`config.mk`:
```
export PLATFORM = sky130hd
export DESIGN_NAME = l1d_axi_master
export DESIGN_NICKNAME = d
export VERILOG_FILES = /design/src/rtl/l1d_axi_master.sv
export SDC_FILE = /design/constraint.sdc
export NUM_CORES = 1
export LEC_CHECK = 0
export CORE_AREA = 5 5 108 110
export DETAILED_ROUTE_END_ITERATION = 6
export DIE_AREA = 0 0 113 115
export PLACE_DENSITY = 0.86
export SETUP_SLACK_MARGIN = 0.15
export SLEW_MARGIN = 20
export SYNTH_ARGS = -nofsm -noshare
export SYNTH_HDL_FRONTEND = slang
export SYNTH_SLANG_ARGS = --single-unit
```
`constraint.sdc`:
```
create_clock -name clk -period 5.1 [get_ports clk]
set_clock_uncertainty 0.2 [all_clocks]
set_input_delay 1.02 -clock clk [delete_from_list [all_inputs] [get_ports clk]]
set_output_delay 1.02 -clock clk [all_outputs]
set_load 0.02 [all_outputs]
```
`src/rtl/l1d_axi_master.sv`:
```
// l1d_axi_master
// Turns the L1 data cache's memory-side requests into AXI4 transactions on
// data master port 1:
//   - a read miss becomes a 4-beat INCR line fill;
//   - a write-through store becomes a single-beat write with byte strobes.
//
// Ports
//   clk, rst           clock, asynchronous active-high reset
//   d_req/d_addr/d_write/d_in/d_type
//                      cache request, held by the cache until completion;
//                      d_type is active-low byte enables
//   d_out              read beat data (RDATA pass-through)
//   rvalid_o, rready_o R channel handshake mirrors for the cache
//   wr_done            one-cycle pulse on the B handshake
//   bus_err            sticky response error flag
//   ar*/r*/aw*/w*/b*   AXI4 master channels
//
// Configuration
//   L1D_AXI_ERR_FLAG_EN  when defined, bus_err latches any non-OKAY
//                        RRESP/BRESP or an RID/BID that differs from AXI_ID.
//                        When undefined, bus_err is tied low and no check
//                        logic exists.

module l1d_axi_master #(
  parameter logic [3:0] AXI_ID = 4'd1
) (
  input  logic        clk,
  input  logic        rst,
  // cache side
  input  logic        d_req,
  input  logic [31:0] d_addr,
  input  logic        d_write,
  input  logic [31:0] d_in,
  input  logic [3:0]  d_type,
  output logic [31:0] d_out,
  output logic        rvalid_o,
  output logic        rready_o,
  output logic        wr_done,
  output logic        bus_err,
  // AR channel
  output logic [3:0]  arid,
  output logic [31:0] araddr,
  output logic [3:0]  arlen,
  output logic [2:0]  arsize,
  output logic [1:0]  arburst,
  output logic        arvalid,
  input  logic        arready,
  // R channel
  input  logic [3:0]  rid,
  input  logic [31:0] rdata,
  input  logic [1:0]  rresp,
  input  logic        rlast,
  input  logic        rvalid,
  output logic        rready,
  // AW channel
  output logic [3:0]  awid,
  output logic [31:0] awaddr,
  output logic [3:0]  awlen,
  output logic [2:0]  awsize,
  output logic [1:0]  awburst,
  output logic        awvalid,
  input  logic        awready,
  // W channel
  output logic [31:0] wdata,
  output logic [3:0]  wstrb,
  output logic        wlast,
  output logic        wvalid,
  input  logic        wready,
  // B channel
  input  logic [3:0]  bid,
  input  logic [1:0]  bresp,
  input  logic        bvalid,
  output logic        bready
);

  localparam logic [2:0] S_IDLE = 3'd0;
  localparam logic [2:0] S_AR   = 3'd1;
  localparam logic [2:0] S_R    = 3'd2;
  localparam logic [2:0] S_AW   = 3'd3;
  localparam logic [2:0] S_W    = 3'd4;
  localparam logic [2:0] S_B    = 3'd5;

  logic [2:0]  state;
  logic [31:0] addr_r;
  logic [31:0] din_r;
  logic [3:0]  type_r;
  logic [1:0]  beat_cnt;

  logic r_hs;
  logic b_hs;

  assign r_hs = (state == S_R) && rvalid;
  assign b_hs = (state == S_B) && bvalid;

  // Main control FSM. Requests are only taken in IDLE, so a d_req that the
  // cache is still holding during a transaction has no effect. Every valid
  // is decoded purely from the registered state, which keeps d_req off any
  // combinational path to the bus and holds valids stable until handshake.
  always_ff @(posedge clk or posedge rst) begin
    if (rst) begin
      state <= S_IDLE;
    end else begin
      case (state)
        S_IDLE: if (d_req) state <= d_write ? S_AW : S_AR;
        S_AR:   if (arready) state <= S_R;
        S_R:    if (rvalid && rlast) state <= S_IDLE;
        S_AW:   if (awready) state <= S_W;
        S_W:    if (wready) state <= S_B;
        S_B:    if (bvalid) state <= S_IDLE;
        default: state <= S_IDLE;
      endcase
    end
  end

  // Request payload is captured once on acceptance so address, data and
  // strobes cannot move while a valid is up, whatever the cache does.
  always_ff @(posedge clk or posedge rst) begin
    if (rst) begin
      addr_r <= 32'h0;
      din_r  <= 32'h0;
      type_r <= 4'h0;
    end else if ((state == S_IDLE) && d_req) begin
      addr_r <= d_addr;
      din_r  <= d_in;
      type_r <= d_type;
    end
  end

  // Beat counter for the line fill. The burst is terminated by RLAST, not by
  // the count, so a short burst from the slave still returns us to IDLE and
  // the next fill starts from beat 0.
  always_ff @(posedge clk or posedge rst) begin
    if (rst) begin
      beat_cnt <= 2'd0;
    end else if (r_hs) begin
      if (rlast) beat_cnt <= 2'd0;
      else       beat_cnt <= beat_cnt + 2'd1;
    end
  end

  // Read address channel: always a full aligned 16-byte line.
  assign arid    = AXI_ID;
  assign araddr  = {addr_r[31:4], 4'h0};
  assign arlen   = 4'd3;
  assign arsize  = 3'd2;
  assign arburst = 2'b01;
  assign arvalid = (state == S_AR);

  // Read data is passed straight through; the cache qualifies it with the
  // mirrored handshake.
  assign rready   = (state == S_R);
  assign d_out    = rdata;
  assign rvalid_o = rvalid;
  assign rready_o = rready;

  // Write address/data: single beat, strobes are the inverse of the cache's
  // active-low byte enables. An all-zero strobe is still sent as a write.
  assign awid    = AXI_ID;
  assign awaddr  = addr_r;
  assign awlen   = 4'd0;
  assign awsize  = 3'd2;
  assign awburst = 2'b01;
  assign awvalid = (state == S_AW);

  assign wdata  = din_r;
  assign wstrb  = ~type_r;
  assign wlast  = 1'b1;
  assign wvalid = (state == S_W);

  assign bready  = (state == S_B);
  assign wr_done = b_hs;

`ifdef L1D_AXI_ERR_FLAG_EN
  logic bus_err_r;

  // Sticky error flag: any non-OKAY response or a foreign ID on a completed
  // handshake sets it, and only reset clears it. Transactions still finish.
  always_ff @(posedge clk or posedge rst) begin
    if (rst) begin
      bus_err_r <= 1'b0;
    end else if ((r_hs && ((rresp != 2'b00) || (rid != AXI_ID))) ||
                 (b_hs && ((bresp != 2'b00) || (bid != AXI_ID)))) begin
      bus_err_r <= 1'b1;
    end
  end

  assign bus_err = bus_err_r;
`else
  logic unused_err_inputs;

  assign unused_err_inputs = ^{rid, rresp, bid, bresp};
  assign bus_err = 1'b0;
`endif

endmodule

```
==> impl_metrics.toml, run 1 <==
[outcome]
status = "completed"

[power_and_ir_drop]
intPower_w = 0.00229
switching_share = 0.382
power_frac_comb = 0.588
seq_power_share = 0.289
clkPwrFrac = 0.123
ir_drop_mv = 0.324
leakage_nw = 2.30
powerDensity_nw_per_um2 = 704
switching_power_w = 0.00142

[critical_path]
start_kind = "input port"
slowest_delay_ns = 0.60
critPathSlowestCell = "clkdlybuf4s50_1"
crit_fanout = 3
worst_ep_required_time_ns = 3.88
path_cells = "clkdlybuf4s50_1 > and2_1 > clkdlybuf4s50_1"
worstPathArrival_ns = 2.25
worstReg2RegStart = "state[0]"
crit_buf_inv = 2
critPathMostFrequentCell = "clkdlybuf4s50_1"
crit_path_start = "bvalid"
cp-end-kind = "output port"
cp_top_family = "buffers and inverters"
path_class = "input port to output port"

[sta]
maxSlewViolCount = 0
fin_crit_ns = 3.47
tns_ns = 0
setup_viol = 0
finalWorstSetupSlack_ns = 1.63
rsz0062_at_grt = "false"
finalHoldViolations = 0
fmax_mhz = 288
slew_headroom = 0.397
finalCritPeriodShare = 0.681
worst_pin_slew_ns = 0.905

[synth]
yosysWarnings = 0
postSynth.asyncResetShare = 1.00
synth.most_common_cell = "buf_4"
synth_edf_count = 0
syn_area_um2 = 3810
synthCells = 276
yosys.area.top_type = "dfrtp_1"
ys_seq_elements = 71
yosysTopAreaCellShare = 0.466
avgSynthCellArea_um2 = 13.8
synth_area_leaders = "dfrtp_1 (47%), mux2_4 (24%), buf_4 (19%), buf_12 (3.2%), mux2_2 (1.2%)"
ys_types = 27
yosysSeqAreaShare = 0.466
synth_ff_type = "dfrtp_1"
yosys-top-cells-count = "buf_4 (94), dfrtp_1 (71), mux2_4 (60), nand2_1 (7)"

[floorplanning]
initial_core_util = 0.359
std_cell_rows = 38
die_x_um = 113
pin_count = 290
fp.dieArea_um2 = 13000
core_um2 = 10600
die_y_um = 115

[clocking]
clock_latency_ns = 0.34
cts_tree = "done"
cts_resized = 0
cts_max_path_buffers = 2
ctsHoldBuffers = 0
path_clk_slew_ns = 0.08
post_cts_buffers = 0
cts_root_buf = "clkbuf_8"
htree_levels = 3
numClockSinks = 71
cts_buffers = 9

[routing]
dr.pass1.iters = 4
drtIter0Drc = 90
wl_mm = 9.09
drcViolationCount = 0
routedWlPerCell_um = 16.8
vias_per_cell = 4.26
vias = 2303
ant_nets = 0

[placed_design]
place_ws_ns = 1.64
gp_congestion = 0.818
io_buffers = 181
postPlaceCellArea_um2 = 5060
dp_hpwl_mm = 6.83

[global_route]
grt_first_pass_wirelength_mm = 13.6
grt_max_degree = 73
first_global_vias = 2458
grt_use_total = 0.135
grt_antenna_before_repair = 0
grt_overflow_total = 0

[worst_hold_path]
hold_start = "wdata[5]"
hp-class = "register to register"

[job]
maxCapViolCount = 0

[layout]
nNetsFinal = 517
syn_to_final_growth_pct = 38.3
drive_above_1_share = 0.210
num_antenna_cells = 0
fin_area_um2 = 5270
-- layer usage --
| layer | wire length [um] | up-vias | global-route usage |
|---|---|---|---|
| met4 | 214 | 0 | 0.0601 |
| met2 | 4530 | 150 | 0.232 |
| li1 | - | 1023 | - |
| met3 | 909 | 25 | 0.0463 |
| met1 | 3440 | 1105 | 0.152 |
| met5 | 0 | - | 0 |
-- flip-flops by register name, indices dropped and copies added (netlist names) --
signal and flops:
awaddr 32, type_r 4, state 3, wdata 32
-- final timing paths --
kind	end	slack [ns]	cells after the start
hold reg to reg	wdata[5]	0.32	1
hold / removal	wdata[5]	0.32	1
setup / recovery	wr_done	1.63	3
max in group asynchronous	wdata[25]	3.03	3
min in group asynchronous	awaddr[6]	1.07	3
setup reg to reg	wdata[10]	2.99	3
-- kinds of logic (layout without fill, tap and decap cells) --
kind of cell | count (synthesis) | count (layout) | share of synthesized area
multiplexers | 66 | 66 | 0.254
AND/OR/NAND/NOR | 16 | 16 | 0.0256
other | 2 | 32 | 0.00197
flip-flops | 71 | 71 | 0.466
buffers and inverters | 111 | 205 | 0.235
AO/OA/AOI/OAI | 10 | 10 | 0.0177
-- placed cells by master (no fill, tap or decap), types with 2 or more instances in the layout --
cell type / n
clkdlybuf4s50_1: 181
dfrtp_1: 71
clkinv_4: 3
nor3b_1: 2
conb_1: 32
mux2_2: 4
inv_6: 2
o21ai_0: 5
mux2i_1: 2
clkbuf_8: 9
mux2_4: 60
inv_1: 5
nand2_1: 7
-- final cells by class --
cell class,count,area [um2]
Clock buffer,9,124
Clock inverter,7,78.8
Fill cell,917,5340
Inverter,6,22.5
Multi-Input combinational cell,124,1250
Sequential cell,71,1780
Tap cell,140,175
Timing Repair Buffer,183,1840
-- stage by stage --
| stage | util | hold slack [ns] | total power [W] | std cells |
|---|---|---|---|---|
| global route | 0.497 | 0.336 | 0.00389 | 540 |
| finish | 0.497 | 0.318 | 0.00371 | 540 |
| floorplan | - | 0.393 | 0.00255 | 306 |
| CTS | 0.497 | 0.319 | 0.00376 | 540 |
| detailed placement | 0.478 | 0.291 | 0.00328 | 524 |
| global placement | 0.478 | 0.291 | 0.00323 | 524 |
-- power groups by stage --
stage / Sequential (W) / Combinational, W / Clock [W]
4_1_cts: 0.00108 / 0.00221 / 0.000478
5_1_grt: 0.00112 / 0.00227 / 0.000503
2_1_floorplan: 0.00135 / 0.00120 / 0
3_3_place_gp: 0.00106 / 0.00217 / 0
3_5_place_dp: 0.00108 / 0.00220 / 0
6_report: 0.00107 / 0.00218 / 0.000458
Note: power is estimated with default switching activity, not from simulation.
==> inputs of run 2 (changes only) <==
- CORE_AREA: 5 5 108 110 -> 5 5 112 114
- DIE_AREA: 0 0 113 115 -> 0 0 117 119
- PLACE_DENSITY: 0.86 -> 0.8
- clock period: 5.1 -> 3.4 ns (I/O delays scaled with it)
==> impl_metrics.toml, run 2 (same netlist as run 1, synthesis figures left out) <==
[sta]
slew_headroom = 0.600
setup_viol = 0
worst_pin_slew_ns = 0.598
fin_crit_ns = 2.81
finalCritPeriodShare = 0.828
maxSlewViolCount = 0
finalHoldViolations = 0
fmax_mhz = 355
tns_ns = 0
rsz0062_at_grt = "false"

[routing]
top_layer_used = "met4"
dr.pass1.iters = 4
met1_length_mm = 3.17
wl_met2_mm = 4.61
drtIter0Drc = 112
wl_met3_mm = 1.02
vias_per_cell = 4.29
ant_nets = 0
routedWlPerCell_um = 16.8
wl_mm = 9.13
drcViolationCount = 0
vias = 2335

[floorplanning]
die_x_um = 117
core_um2 = 11300
die_y_um = 119
pin_count = 290
initial_core_util = 0.337
std_cell_rows = 39
fp.dieArea_um2 = 13900

[placed_design]
io_buffers = 181
dp_hpwl_mm = 7.00
dp_cells = 528
gp_congestion = 0.729

[clocking]
cts_buffers = 9
ctsHoldBuffers = 0
post_cts_buffers = 0
path_clk_slew_ns = 0.06
numClockSinks = 71
cts_root_buf = "clkbuf_16"
clock_latency_ns = 0.33
cts_tree = "done"
cts_resized = 0
htree_levels = 3
cts_max_path_buffers = 2

[layout]
final.fill_count = 1009
stdcell_count = 544
utilization = 0.477
nNetsFinal = 518
layout_common_cells = "clkdlybuf4s50_1 (181), dfrtp_1 (71), mux2_4 (60), conb_1 (32), clkbuf_16 (9)"
drive_above_1_share = 0.212
syn_to_final_growth_pct = 41.7
num_antenna_cells = 0
mostFrequentLayoutCell = "clkdlybuf4s50_1"

[critical_path]
start_kind = "register"
crit_fanout = 9
worstPathArrival_ns = 1.93
worst_ep_required_time_ns = 2.52
cp-end-kind = "output port"
path_class = "register to output port"

[global_route]
grt_first_pass_wirelength_mm = 13.5
grt_max_degree = 47
first_global_vias = 2525
grt_overflow_total = 0
grt_use_total = 0.125
grt_antenna_before_repair = 0

[job]
maxCapViolCount = 0

[worst_hold_path]
hp-class = "register to register"

[power_and_ir_drop]
powerDensity_nw_per_um2 = 1080
ir_drop_mv = 0.642
leakage_nw = 2.35

[outcome]
status = "completed"
## run 2: changes by cell type in the layout (fill, tap and decap cells not counted), sizes merged
cell      change
buf           +1
clkinv        -1
clkinvlp      +2
inv           -1
## run 2: final timing paths
path	startpoint	end	slack, ns	depth (start not counted)
setup / recovery	state[1]	rready	0.59	3
hold / removal	wdata[18]	wdata[18]	0.31	1
setup reg to reg	state[0]	wdata[0]	1.42	3
hold reg to reg	wdata[18]	wdata[18]	0.31	1
max in group asynchronous	rst	awaddr[8]	1.80	3
min in group asynchronous	rst	wdata[29]	0.54	2
## run 2: power breakdown
part	total [W]	internal, W	switching (W)
Clock	0.000931	0.000569	0.000362
Combinational	0.00329	0.00183	0.00146
Sequential	0.00161	0.00128	0.000330
Total	0.00584	0.00368	0.00216
## run 2: area by class of cell
cell class | instances | area [um2] | area share
repair buffers | 184 | 1870 | 0.347
flip-flops and latches | 71 | 1780 | 0.329
multi-input cells | 124 | 1250 | 0.232
clock buffers | 9 | 225 | 0.0417
well taps | 143 | 179 | 0.0331
clock inverters | 7 | 72.6 | 0.0134
inverters | 6 | 22.5 | 0.00417
## run 2: layer usage
layer  vias up  global-route usage
met4         0              0.0810
met1      1117               0.124
met2       162               0.223
met3        33              0.0370
li1       1023                   -
met5         -                   0
## run 2: critical path, cell delays in order, from the launching register on
cell and delay, ns:
dfrtp_1 0.53, inv_1 0.17, nor3_1 0.25, clkdlybuf4s50_1 0.65
## run 2: stage by stage
stage               hold WS, ns  area, um2  setup WS, ns  power (W)
floorplan                 0.393       3920         0.723    0.00382
global placement          0.291       5100         0.614    0.00486
detailed placement        0.290       5100         0.612    0.00494
CTS                       0.311       5400         0.567    0.00592
global route              0.320       5400         0.453    0.00613
finish                    0.309       5400         0.586    0.00584
==> inputs of run 3 (changes only) <==
- CORE_AREA: 5 5 112 114 -> 5 5 117 119
- DIE_AREA: 0 0 117 119 -> 0 0 122 124
- PLACE_DENSITY: 0.8 -> 0.77
- clock period: 3.4 -> 2.38 ns (I/O delays scaled with it)
==> impl_metrics.toml, run 3 (same netlist as run 1, synthesis figures left out) <==
[outcome]
status = "completed"

[routing]
wl_mm = 9.11
ant_nets = 0
drcViolationCount = 0
routedWlPerCell_um = 15.6
vias = 2298
dr.pass1.iters = 4
drtIter0Drc = 110
vias_per_cell = 3.93

[clocking]
htree_levels = 3
cts_root_buf = "clkbuf_16"
cts_tree = "done"
cts_max_path_buffers = 2
ctsHoldBuffers = 0
clock_latency_ns = 0.31
path_clk_slew_ns = 0.05
cts_buffers = 9
numClockSinks = 71

[worst_hold_path]
hp-class = "register to register"

[layout]
num_antenna_cells = 0
mostFrequentLayoutCell = "clkdlybuf4s50_1"
final.fill_count = 1140
drive_above_1_share = 0.235
nNetsFinal = 530
layout_common_cells = "clkdlybuf4s50_1 (173), dfrtp_1 (69), mux2_4 (60), conb_1 (32), buf_4 (12)"
syn_to_final_growth_pct = 44.0
fin_area_um2 = 5490
utilization = 0.440

[floorplanning]
fp.dieArea_um2 = 15100
pin_count = 290
initial_core_util = 0.306
std_cell_rows = 41
die_x_um = 122
core_um2 = 12500
die_y_um = 124

[placed_design]
io_buffers = 181
postPlaceCellArea_um2 = 5220
gp_congestion = 0.769
dp_hpwl_mm = 7.25

[critical_path]
cp-end-kind = "output port"
crit_fanout = 10
worstPathArrival_ns = 1.45
path_class = "register to output port"
start_kind = "register"
worst_ep_required_time_ns = 1.70

[sta]
rsz0062_at_grt = "false"
tns_ns = 0
maxSlewViolCount = 0
finalCritPeriodShare = 0.894
fin_crit_ns = 2.13
setup_viol = 0
fmax_mhz = 470
finalHoldViolations = 0

[power_and_ir_drop]
powerDensity_nw_per_um2 = 1500
ir_drop_mv = 0.486
leakage_nw = 2.41

[global_route]
grt_overflow_total = 0
grt_max_degree = 49
first_global_vias = 2533
grt_first_pass_wirelength_mm = 13.4
grt_antenna_before_repair = 0
grt_use_total = 0.113

[job]
maxCapViolCount = 0
==> run 3: worst paths after layout <==
path	startpoint	endpoint	slack, ns	cells after the start
max in group asynchronous	rst	state[0]	1.32	3
max reg2reg	state[1]	awaddr[3]	0.48	5
min in group asynchronous	rst	awaddr[10]	0.37	3
max	state[2]	arvalid	0.25	3
min reg2reg	wdata[2]	wdata[2]	0.31	1
min	wdata[2]	wdata[2]	0.31	1
==> run 3: power by group <==
part,total [W],leakage [nW],switching [W],internal (W)
sequential,0.00228,0.839,0.000436,0.00184
combinational,0.00480,1.45,0.00213,0.00266
clock,0.00118,0.125,0.000457,0.000726
total,0.00826,2.41,0.00303,0.00523
==> run 3: layout make-up <==
type	count	area, um2	area share
Tap cell	172	215	0.0392
Inverter	6	26.3	0.00479
Clock buffer	12	246	0.0449
Multi-Input combinational cell	124	1250	0.228
Clock inverter	3	20.0	0.00365
Sequential cell	71	1780	0.324
Timing Repair Buffer	196	1950	0.355
==> run 3: stage by stage <==
stage               setup WS [ns]  hold slack, ns  instances  power [W]
detailed placement        -0.0556           0.297        568    0.00716
floorplan                   0.301           0.393        306    0.00546
global route                0.161           0.329        584    0.00867
CTS                         0.194           0.312        584    0.00839
global placement          -0.0297           0.290        568    0.00704
finish                      0.252           0.307        584    0.00826
==> run 3: timing repair <==
item / CTS / global route
pin swaps: 0 / 0
setup buffers: 1 / 0
resized for setup: 10 / 2
setup endpoints to repair: 8 / 1
==> run 3: per-layer routing <==
layer  share of wire  track usage  up-vias
met1            0.39        0.127     1087
met5               0            0        -
met4           0.020       0.0476        0
li1                -            -     1047
met2            0.49        0.201      145
met3           0.099       0.0341       19
==> run 3: critical path, stage by stage (launching register included) <==
cell and delay (ns):
dfrtp_2 0.40, buf_4 0.18, nor3b_1 0.19, dlygate4sd2_1 0.37
